===== config.mk =====
export PLATFORM = sky130hd
export DESIGN_NAME = huff_bit_packer
export DESIGN_NICKNAME = d
export VERILOG_FILES = /design/src/rtl/huff_pkg.sv /design/src/rtl/huff_acc_merge.sv /design/src/rtl/huff_bit_packer.sv
export SDC_FILE = /design/constraint.sdc
export NUM_CORES = 1
export LEC_CHECK = 0
export CAP_MARGIN = 20
export CORE_MARGIN = 2
export CORE_UTILIZATION = 55
export DETAILED_ROUTE_END_ITERATION = 8
export GPL_TIMING_DRIVEN = 0
export PLACE_DENSITY = 0.83
export SKIP_CTS_REPAIR_TIMING = 1
export SYNTH_ARGS = -nofsm -noshare
export SYNTH_HDL_FRONTEND = slang
export SYNTH_HIERARCHICAL = 1
export SYNTH_SLANG_ARGS = --single-unit
export TNS_END_PERCENT = 20

===== constraint.sdc =====
create_clock -name CLK -period 6.7 [get_ports CLK]
set_input_delay 2.01 -clock CLK [delete_from_list [all_inputs] [get_ports CLK]]
set_output_delay 2.01 -clock CLK [all_outputs]
set_load 0.02 [all_outputs]

===== src/rtl/huff_pkg.sv =====
// huff_pkg: constants and state encoding shared by the Huffman encoder and
// its output bit packer.
//   HUFF_MAX_LEN : default maximum code length in bits
//   HUFF_LEN_W   : default width of the code-length field (2**LEN_W > MAX_LEN)
//   huff_state_e : packer state encoding (StRun accepts codes, StFlush drains tail)
package huff_pkg;

    localparam int unsigned HUFF_MAX_LEN = 16;
    localparam int unsigned HUFF_LEN_W   = 5;

    typedef enum logic {
        StRun   = 1'b0,
        StFlush = 1'b1
    } huff_state_e;

endpackage


===== src/rtl/huff_acc_merge.sv =====
// huff_acc_merge: combinational shift-and-OR that places a right-justified code
// word directly below the current fill of a left-aligned accumulator.
// Ports:
//   acc    in  : current accumulator, valid bits left-aligned, rest zero
//   fill   in  : number of valid bits in acc
//   code   in  : code bits, right-justified; bit len-1 is the earliest
//   len    in  : code length, already clamped to MAX_LEN
//   merged out : acc with the code appended
// The caller guarantees fill + len <= MAX_LEN + 7 whenever merged is used.
module huff_acc_merge
    import huff_pkg::*;
#(
    parameter int unsigned MAX_LEN = HUFF_MAX_LEN,
    parameter int unsigned LEN_W   = HUFF_LEN_W,
    parameter int unsigned ACC_W   = MAX_LEN + 7,
    parameter int unsigned FILL_W  = $clog2(ACC_W + 1)
) (
    input  logic [ACC_W-1:0]   acc,
    input  logic [FILL_W-1:0]  fill,
    input  logic [MAX_LEN-1:0] code,
    input  logic [LEN_W-1:0]   len,
    output logic [ACC_W-1:0]   merged
);

    logic [LEN_W-1:0] pre_shift;
    logic [ACC_W-1:0] code_left;

    always_comb begin
        pre_shift = LEN_W'(MAX_LEN) - len;
        // Left-align the code to the accumulator top; bits above len-1 fall
        // off the top, so no explicit mask of the unused code bits is needed.
        code_left = {code, 7'b0} << pre_shift;
        merged    = acc | (code_left >> fill);
    end

endmodule


===== src/rtl/huff_bit_packer.sv =====
// huff_bit_packer: packs variable-length code words (MSB first) into a byte
// stream; on a last-code marker the tail is zero-padded into a final byte.
// Ports:
//   CLK, RESET                : clock, synchronous active-high reset
//   IN_VALID/IN_READY         : code word handshake
//   IN_CODE, IN_LEN, IN_LAST  : right-justified code, its length, end of stream
//   OUT_VALID/OUT_READY       : byte handshake
//   OUT_DATA, OUT_LAST        : packed byte (bit 7 earliest), final-byte flag
//   DONE                      : one-cycle pulse when the flush completes
//   LEN_ERR                   : sticky, a code with IN_LEN > MAX_LEN was accepted
//   BIT_COUNT                 : payload bits accepted since reset
// Build option: define HUFF_PACK_STATS_EN to implement BIT_COUNT; otherwise it
// reads as 0 and no counter exists.
module huff_bit_packer
    import huff_pkg::*;
#(
    parameter int unsigned MAX_LEN = HUFF_MAX_LEN,
    parameter int unsigned LEN_W   = HUFF_LEN_W
) (
    input  logic               CLK,
    input  logic               RESET,
    input  logic               IN_VALID,
    output logic               IN_READY,
    input  logic [MAX_LEN-1:0] IN_CODE,
    input  logic [LEN_W-1:0]   IN_LEN,
    input  logic               IN_LAST,
    output logic               OUT_VALID,
    input  logic               OUT_READY,
    output logic [7:0]         OUT_DATA,
    output logic               OUT_LAST,
    output logic               DONE,
    output logic               LEN_ERR,
    output logic [31:0]        BIT_COUNT
);

    localparam int unsigned ACC_W  = MAX_LEN + 7;
    localparam int unsigned FILL_W = $clog2(ACC_W + 1);

    huff_state_e       state_q, state_d;
    logic [ACC_W-1:0]  acc_q, acc_d;
    logic [FILL_W-1:0] fill_q, fill_d;
    logic              len_err_q, len_err_d;

    logic              len_over;
    logic [LEN_W-1:0]  len_c;
    logic [ACC_W-1:0]  merged;
    logic              accept;
    logic              emit;

    assign len_over = IN_LEN > LEN_W'(MAX_LEN);
    assign len_c    = len_over ? LEN_W'(MAX_LEN) : IN_LEN;

    huff_acc_merge #(
        .MAX_LEN (MAX_LEN),
        .LEN_W   (LEN_W),
        .ACC_W   (ACC_W),
        .FILL_W  (FILL_W)
    ) u_merge (
        .acc    (acc_q),
        .fill   (fill_q),
        .code   (IN_CODE),
        .len    (len_c),
        .merged (merged)
    );

    // Outputs decode only registered state, never IN_VALID or OUT_READY.
    assign IN_READY  = (state_q == StRun) && (fill_q <= FILL_W'(7));
    assign OUT_VALID = (fill_q >= FILL_W'(8)) || ((state_q == StFlush) && (fill_q != '0));
    assign OUT_DATA  = acc_q[ACC_W-1 -: 8];
    assign OUT_LAST  = OUT_VALID && (state_q == StFlush) && (fill_q <= FILL_W'(8));
    assign DONE      = (state_q == StFlush) && (fill_q == '0);
    assign LEN_ERR   = len_err_q;

    assign accept = IN_VALID && IN_READY;
    assign emit   = OUT_VALID && OUT_READY;

    always_comb begin
        state_d   = state_q;
        acc_d     = acc_q;
        fill_d    = fill_q;
        len_err_d = len_err_q;
        if (accept) begin
            acc_d  = merged;
            fill_d = fill_q + FILL_W'(len_c);
            if (len_over) begin
                len_err_d = 1'b1;
            end
            if (IN_LAST) begin
                state_d = StFlush;
            end
        end else if (emit) begin
            acc_d  = acc_q << 8;
            fill_d = (fill_q >= FILL_W'(8)) ? fill_q - FILL_W'(8) : '0;
        end else if (DONE) begin
            state_d = StRun;
        end
    end

    always_ff @(posedge CLK) begin
        if (RESET) begin
            state_q   <= StRun;
            acc_q     <= '0;
            fill_q    <= '0;
            len_err_q <= 1'b0;
        end else begin
            state_q   <= state_d;
            acc_q     <= acc_d;
            fill_q    <= fill_d;
            len_err_q <= len_err_d;
        end
    end

`ifdef HUFF_PACK_STATS_EN
    logic [31:0] bit_count_q;

    always_ff @(posedge CLK) begin
        if (RESET) begin
            bit_count_q <= '0;
        end else if (accept) begin
            bit_count_q <= bit_count_q + 32'(len_c);
        end
    end

    assign BIT_COUNT = bit_count_q;
`else
    assign BIT_COUNT = '0;
`endif

endmodule

; ---- Yosys cells after proc, flatten, opt, wreduce, memory -nomap -nowiden
; Index checks and enable logic that the tools add are counted.
[classes]
addsub = 3
n_mul = 0
div = 0
magnitude_cmp = 4
n_eq_ne = 2
shift = 2
mux = 10
bitwise = 2
reduce_logical = 14
[op_table]
columns = operator, n
row1 = $mux 23, 2
row2 = $or 23x23->23, 1
row3 = $shl 23x5->23, 1
row4 = $shr 23x5->23, 1
row5 = $mux 5, 4
row6 = $logic_and 1x1->1, 7
row7 = $add 5x5->5, 1
row8 = $ge 5x4->1 const B, 1
row9 = $gt 5x5->1 const B, 1
row10 = $le 5x3->1 const B, 1
row11 = $le 5x4->1 const B, 1
row12 = $logic_not 5->1, 1
row13 = $reduce_bool 5->1, 1
row14 = $sub 5x4->5 const B, 1
row15 = $sub 5x5->5 const A, 1
row16 = $mux 1, 4
row17 = $ne 2x2->1 const B, 2
row18 = $reduce_bool 2->1, 2
row19 = $reduce_and 3->1, 1
row20 = $reduce_and 2->1, 1
row21 = $logic_or 1x1->1, 1
row22 = $not 1->1, 1
[totals]
ff_bits = 30
latch_bits = 0
ramBits = 0
romBits = 0
output_inout_bits = 45
word_cells = 41
n_memories = 0

; ---- Logic depth before layout (Yosys ltp)
[depth]
word_depth = 7
mapped_depth = 15
ltp_nobuf = 13

; ---- Modules after synthesis
; Netlist, hierarchy kept.
[by_module_without_submodules]
columns = mod, n_inst, cells_per_inst, area_each_um2
row1 = huff_acc_merge, 1, 265, 2162.1
row2 = huff_bit_packer, 1, 222, 1926.8

; ---- Worst setup path before layout
; Ideal clock, no wire load.
[synth_path]
path_type = input -> register
from = in IN_LEN[0]
to = reg acc_q[10]
arrival_ns = 5.232
path_slack_ns = 1.334
stages = 15
path_buffers = 3
cell_sequence = nor2b_1 -> buf_6 -> inv_2 -> ha_1 -> buf_6 -> buf_12 -> mux2_4 -> mux4_2 -> nand2_2 -> nand2_4 -> mux4_2 -> mux2_4 -> a221o_1 -> nor2_1 -> a211oi_1
[synth_between]
elab_chain_cells = 7
[synth_rtl]
columns = item, line
row1 = start: declaration, huff_bit_packer.sv:25  ; input logic [LEN_W-1:0] IN_LEN,
row2 = $gt 5x5->1, huff_bit_packer.sv:50  ; assign len_over = IN_LEN > LEN_W'(MAX_LEN);
row3 = $mux 5 (*), huff_bit_packer.sv:51  ; assign len_c = len_over ? LEN_W'(MAX_LEN) : IN_LEN;
row4 = $sub 5x5->5 (*), huff_acc_merge.sv:29  ; pre_shift = LEN_W'(MAX_LEN) - len;
row5 = $shl 23x5->23 (*), huff_acc_merge.sv:32  ; code_left = {code, 7'b0} << pre_shift;
row6 = $shr 23x5->23 (*), huff_acc_merge.sv:33  ; merged = acc | (code_left >> fill);
row7 = $or 23x23->23 (*), huff_acc_merge.sv:33
row8 = named net merged[10], huff_bit_packer.sv:46  ; logic [ACC_W-1:0] merged;
row9 = $mux 23 (*), huff_bit_packer.sv:82  ; if (accept) begin
row10 = end signal: assignment, huff_bit_packer.sv:102  ; acc_q <= '0;
row11 = end signal: assignment, huff_bit_packer.sv:107  ; acc_q <= acc_d;
row12 = end: declaration, huff_bit_packer.sv:40  ; logic [ACC_W-1:0] acc_q, acc_d;
; The timed path passes the listed nets; every way through them passes the cells marked *.
; A chain may end at the register's enable or synchronous reset.

; ---- Final worst setup path
[layout_path]
from = in IN_LEN[4]
to = reg acc_q[7]
[layout_between]
elab_chain_cells = 7
[layout_rtl]
columns = item, line
row1 = $gt 5x5->1, huff_bit_packer.sv:50
row2 = $mux 5, huff_bit_packer.sv:51
row3 = named net len_c[0], huff_bit_packer.sv:45  ; logic [LEN_W-1:0] len_c;
row4 = $sub 5x5->5, huff_acc_merge.sv:29
row5 = $shl 23x5->23, huff_acc_merge.sv:32
row6 = $shr 23x5->23, huff_acc_merge.sv:33
row7 = $or 23x23->23, huff_acc_merge.sv:33
row8 = named net merged[7], huff_bit_packer.sv:46
row9 = $mux 23, huff_bit_packer.sv:82
; The timed path passes the listed nets, and every way through them passes these cells.

==> key figures <==
Outcome
  – Status: completed

STA
  – Clock skew: 0.00280 ns
  – Final period utilization: 92.1%
  – Fin Setup TNS: 0 ns
  – Min Tclk post-route: 6.17 ns
  – Slew @ Worst Pin: 0.840 ns
  – Final Slew Violations: 0
  – Fin worst setup slack: 0.530 ns
  – Rel. slew slack: 43.3%
  – Final hold vios: 0
  – RSZ-0062 raised after global routing: false
  – Setup violations, final: 0
  – Max Freq: 162 MHz

Power and ir drop
  – PD cells: 302 nW/µm²
  – Leak Pwr: 2.04 nW
  – Worst VDD drop: 281 µV
  – Post-layout total power: 1.45 mW

Worst setup path
  – WP data required: 6.85 ns
  – Critical Path Start Type: primary input
  – Worst Path Arrival: 6.32 ns
  – WS Path Type: in -> reg
  – CP Capture Type: flip-flop
  – Critical Path Fanout Max: 10

Placed design
  – Port bufs: 37
  – Placed Area: 4700 µm²
  – Setup WS pre-CTS: 0.349 ns
  – HPWL Detailed: 8800 µm
  – Routability congestion estimate from global placement: 0.975

GRT
  – Largest net degree at the start of global routing: 15
  – Vias in the first global route: 3,866
  – First-pass GRT wire length: 18,800 µm
  – Initial antenna violation count: 0
  – Gr usage total: 27.6%
  – Overflow left after global routing: 0

Cells and area
  – Layout area overhead: 17.6%
  – Diodes inserted: 0
  – Post-route cell area: 4810 µm²
  – Nets@finish: 596
  – Fillers: 630
  – Proportion of layout cells with a drive suffix above 1: 21.5%

Floorplanning
  – # rows: 31
  – Die height: 90.2 µm
  – Die W: 90.2 µm
  – Full die area: 8140 µm²
  – Area of the core: 7210 µm²
  – Num ports: 71
  – Initial core utilization: 56.7%

Drt
  – Initial DRC count: 561
  – Detailed Routing Iterations Pass 1: 7
  – Routed Wire Length: 11,300 µm
  – Vias: 4,107
  – Avg WL per Cell: 17.1 µm
  – Vias per inst: 6.20
  – Routed Antenna Nets: 0
  – DRC viols: 0

Yosys
  – Yosys reg bits: 30
  – Register area share after synthesis: 14.7%
  – Post-Synthesis Cells: 487
  – Syn_area_per_cell: 8.40 µm²
  – Yosys warns: 6
  – Post-synth EDFFs: 0
  – Top FF cell, synth: dfxtp_1
  – Netlist cell types: 93
  – Ys async rst share: 0%
  – Cell area after synthesis: 4090 µm²

Clocking
  – Clock root cell: clkbuf_8
  – Clock slew at reported path FFs: 0.07 ns
  – Clock sink count: 30
  – TritonCTS Buffers: 5
  – TritonCTS clock tree: done
  – Bufs on Longest Clock Path: 2
  – H-tree levels: 2
  – Worst skew pair latency: 0.29 ns

Worst hold path
  – Worst hold path class: reg -> reg

Flow run
  – Max_cap viols: 0
==> cell families (layout without fill, tap and decap cells) <==
family | count (synthesis) | after routing | synth area share (%)
AO/OA/AOI/OAI | 136 | 136 | 25.6
XOR/XNOR | 6 | 6 | 1.65
adder cells (fa/ha/maj) | 8 | 8 | 2.63
buffers and inverters | 85 | 130 | 15.4
flip-flops | 30 | 30 | 14.7
multiplexers | 60 | 60 | 20.1
other | 1 | 32 | 0.0917
AND/OR/NAND/NOR | 161 | 161 | 19.8
==> layout make-up <==
class                           count  area [µm²]  area share (%)
Timing Repair Buffer               37         370            7.70
Clock buffer                        8         110            2.29
Buffer                             70         573            11.9
Tap cell                           99         124            2.58
Sequential cell                    30         601            12.5
Multi-Input combinational cell    403        2980            61.9
Inverter                           15        56.3            1.17
==> sequential cells by signal (all words and copies together) (netlist names) <==
signal,cells
fill_q,5
state_q,1
acc_q,23
LEN_ERR,1
==> critical path, stage by stage <==
cell	delay, ns
clkdlybuf4s50_1	0.52
nor2b_1	0.26
buf_6	0.18
inv_2	0.12
ha_1	0.48
buf_6	0.22
buf_12	0.15
mux4_1	0.35
and2_2	0.25
a2111oi_0	0.67
nor2_1	0.12
mux4_2	0.53
a221o_1	0.34
nand2_1	0.06
a21oi_1	0.07
==> worst paths after layout <==
path	to	cells after the start	from	slack, ns
min	acc_q[1]	2	acc_q[1]	0.49
min reg2reg	acc_q[1]	2	acc_q[1]	0.49
max reg2reg	acc_q[7]	8	fill_q[0]	3.65
max	acc_q[7]	15	IN_LEN[4]	0.53
==> placed cells by master, fill, tap and decap left out, drive strengths merged, types with 8 or more instances in the layout <==
| cell type | instances |
|---|---|
| mux2 | 15 |
| a21oi | 23 |
| dfxtp | 30 |
| mux4 | 15 |
| mux2i | 30 |
| clkdlybuf4s50 | 37 |
| a21o | 10 |
| a211oi | 20 |
| nand2b | 8 |
| buf | 51 |
| conb | 32 |
| nand3 | 19 |
| nor2 | 50 |
| a31oi | 8 |
| o21ai | 14 |
| nand2 | 35 |
| inv | 14 |
| clkbuf | 25 |
==> metal layers <==
| metal | part of all wire (%) | global-route usage [%] |
|---|---|---|
| met1 | 43 | 36.8 |
| met2 | 46 | 45.0 |
| met3 | 8.8 | 4.95 |
| met4 | 2.3 | 9.49 |
| met5 | 0 | 0 |
==> power by group <==
part	leakage [nW]	switching, mW	internal, mW
clock	0.0575	0.0715	0.104
sequential	0.246	0.0547	0.230
combinational	1.74	0.545	0.447
total	2.04	0.671	0.781
==> synthesized netlist by cell type (10+ instances only) <==
cell | number | area (µm²)
nand2_1 | 33 | 124
inv_1 | 12 | 45.0
o21ai_0 | 10 | 50.1
mux2_2 | 10 | 113
clkbuf_1 | 10 | 37.5
mux4_2 | 13 | 293
a211oi_1 | 20 | 150
dfxtp_1 | 30 | 601
nor2_1 | 49 | 184
buf_4 | 42 | 315
a21oi_1 | 23 | 115
nand3_1 | 19 | 95.1
mux2i_1 | 30 | 300
==> metrics by stage <==
step	utilization [%]	instances	hold slack, ns
after floorplan	-	518	0.452
after global placement	65.1	654	0.458
after detailed placement	65.1	654	0.467
after CTS	66.7	662	0.487
after global routing	66.7	662	0.518
final	66.7	662	0.487
(Power assumes the default switching activity.)
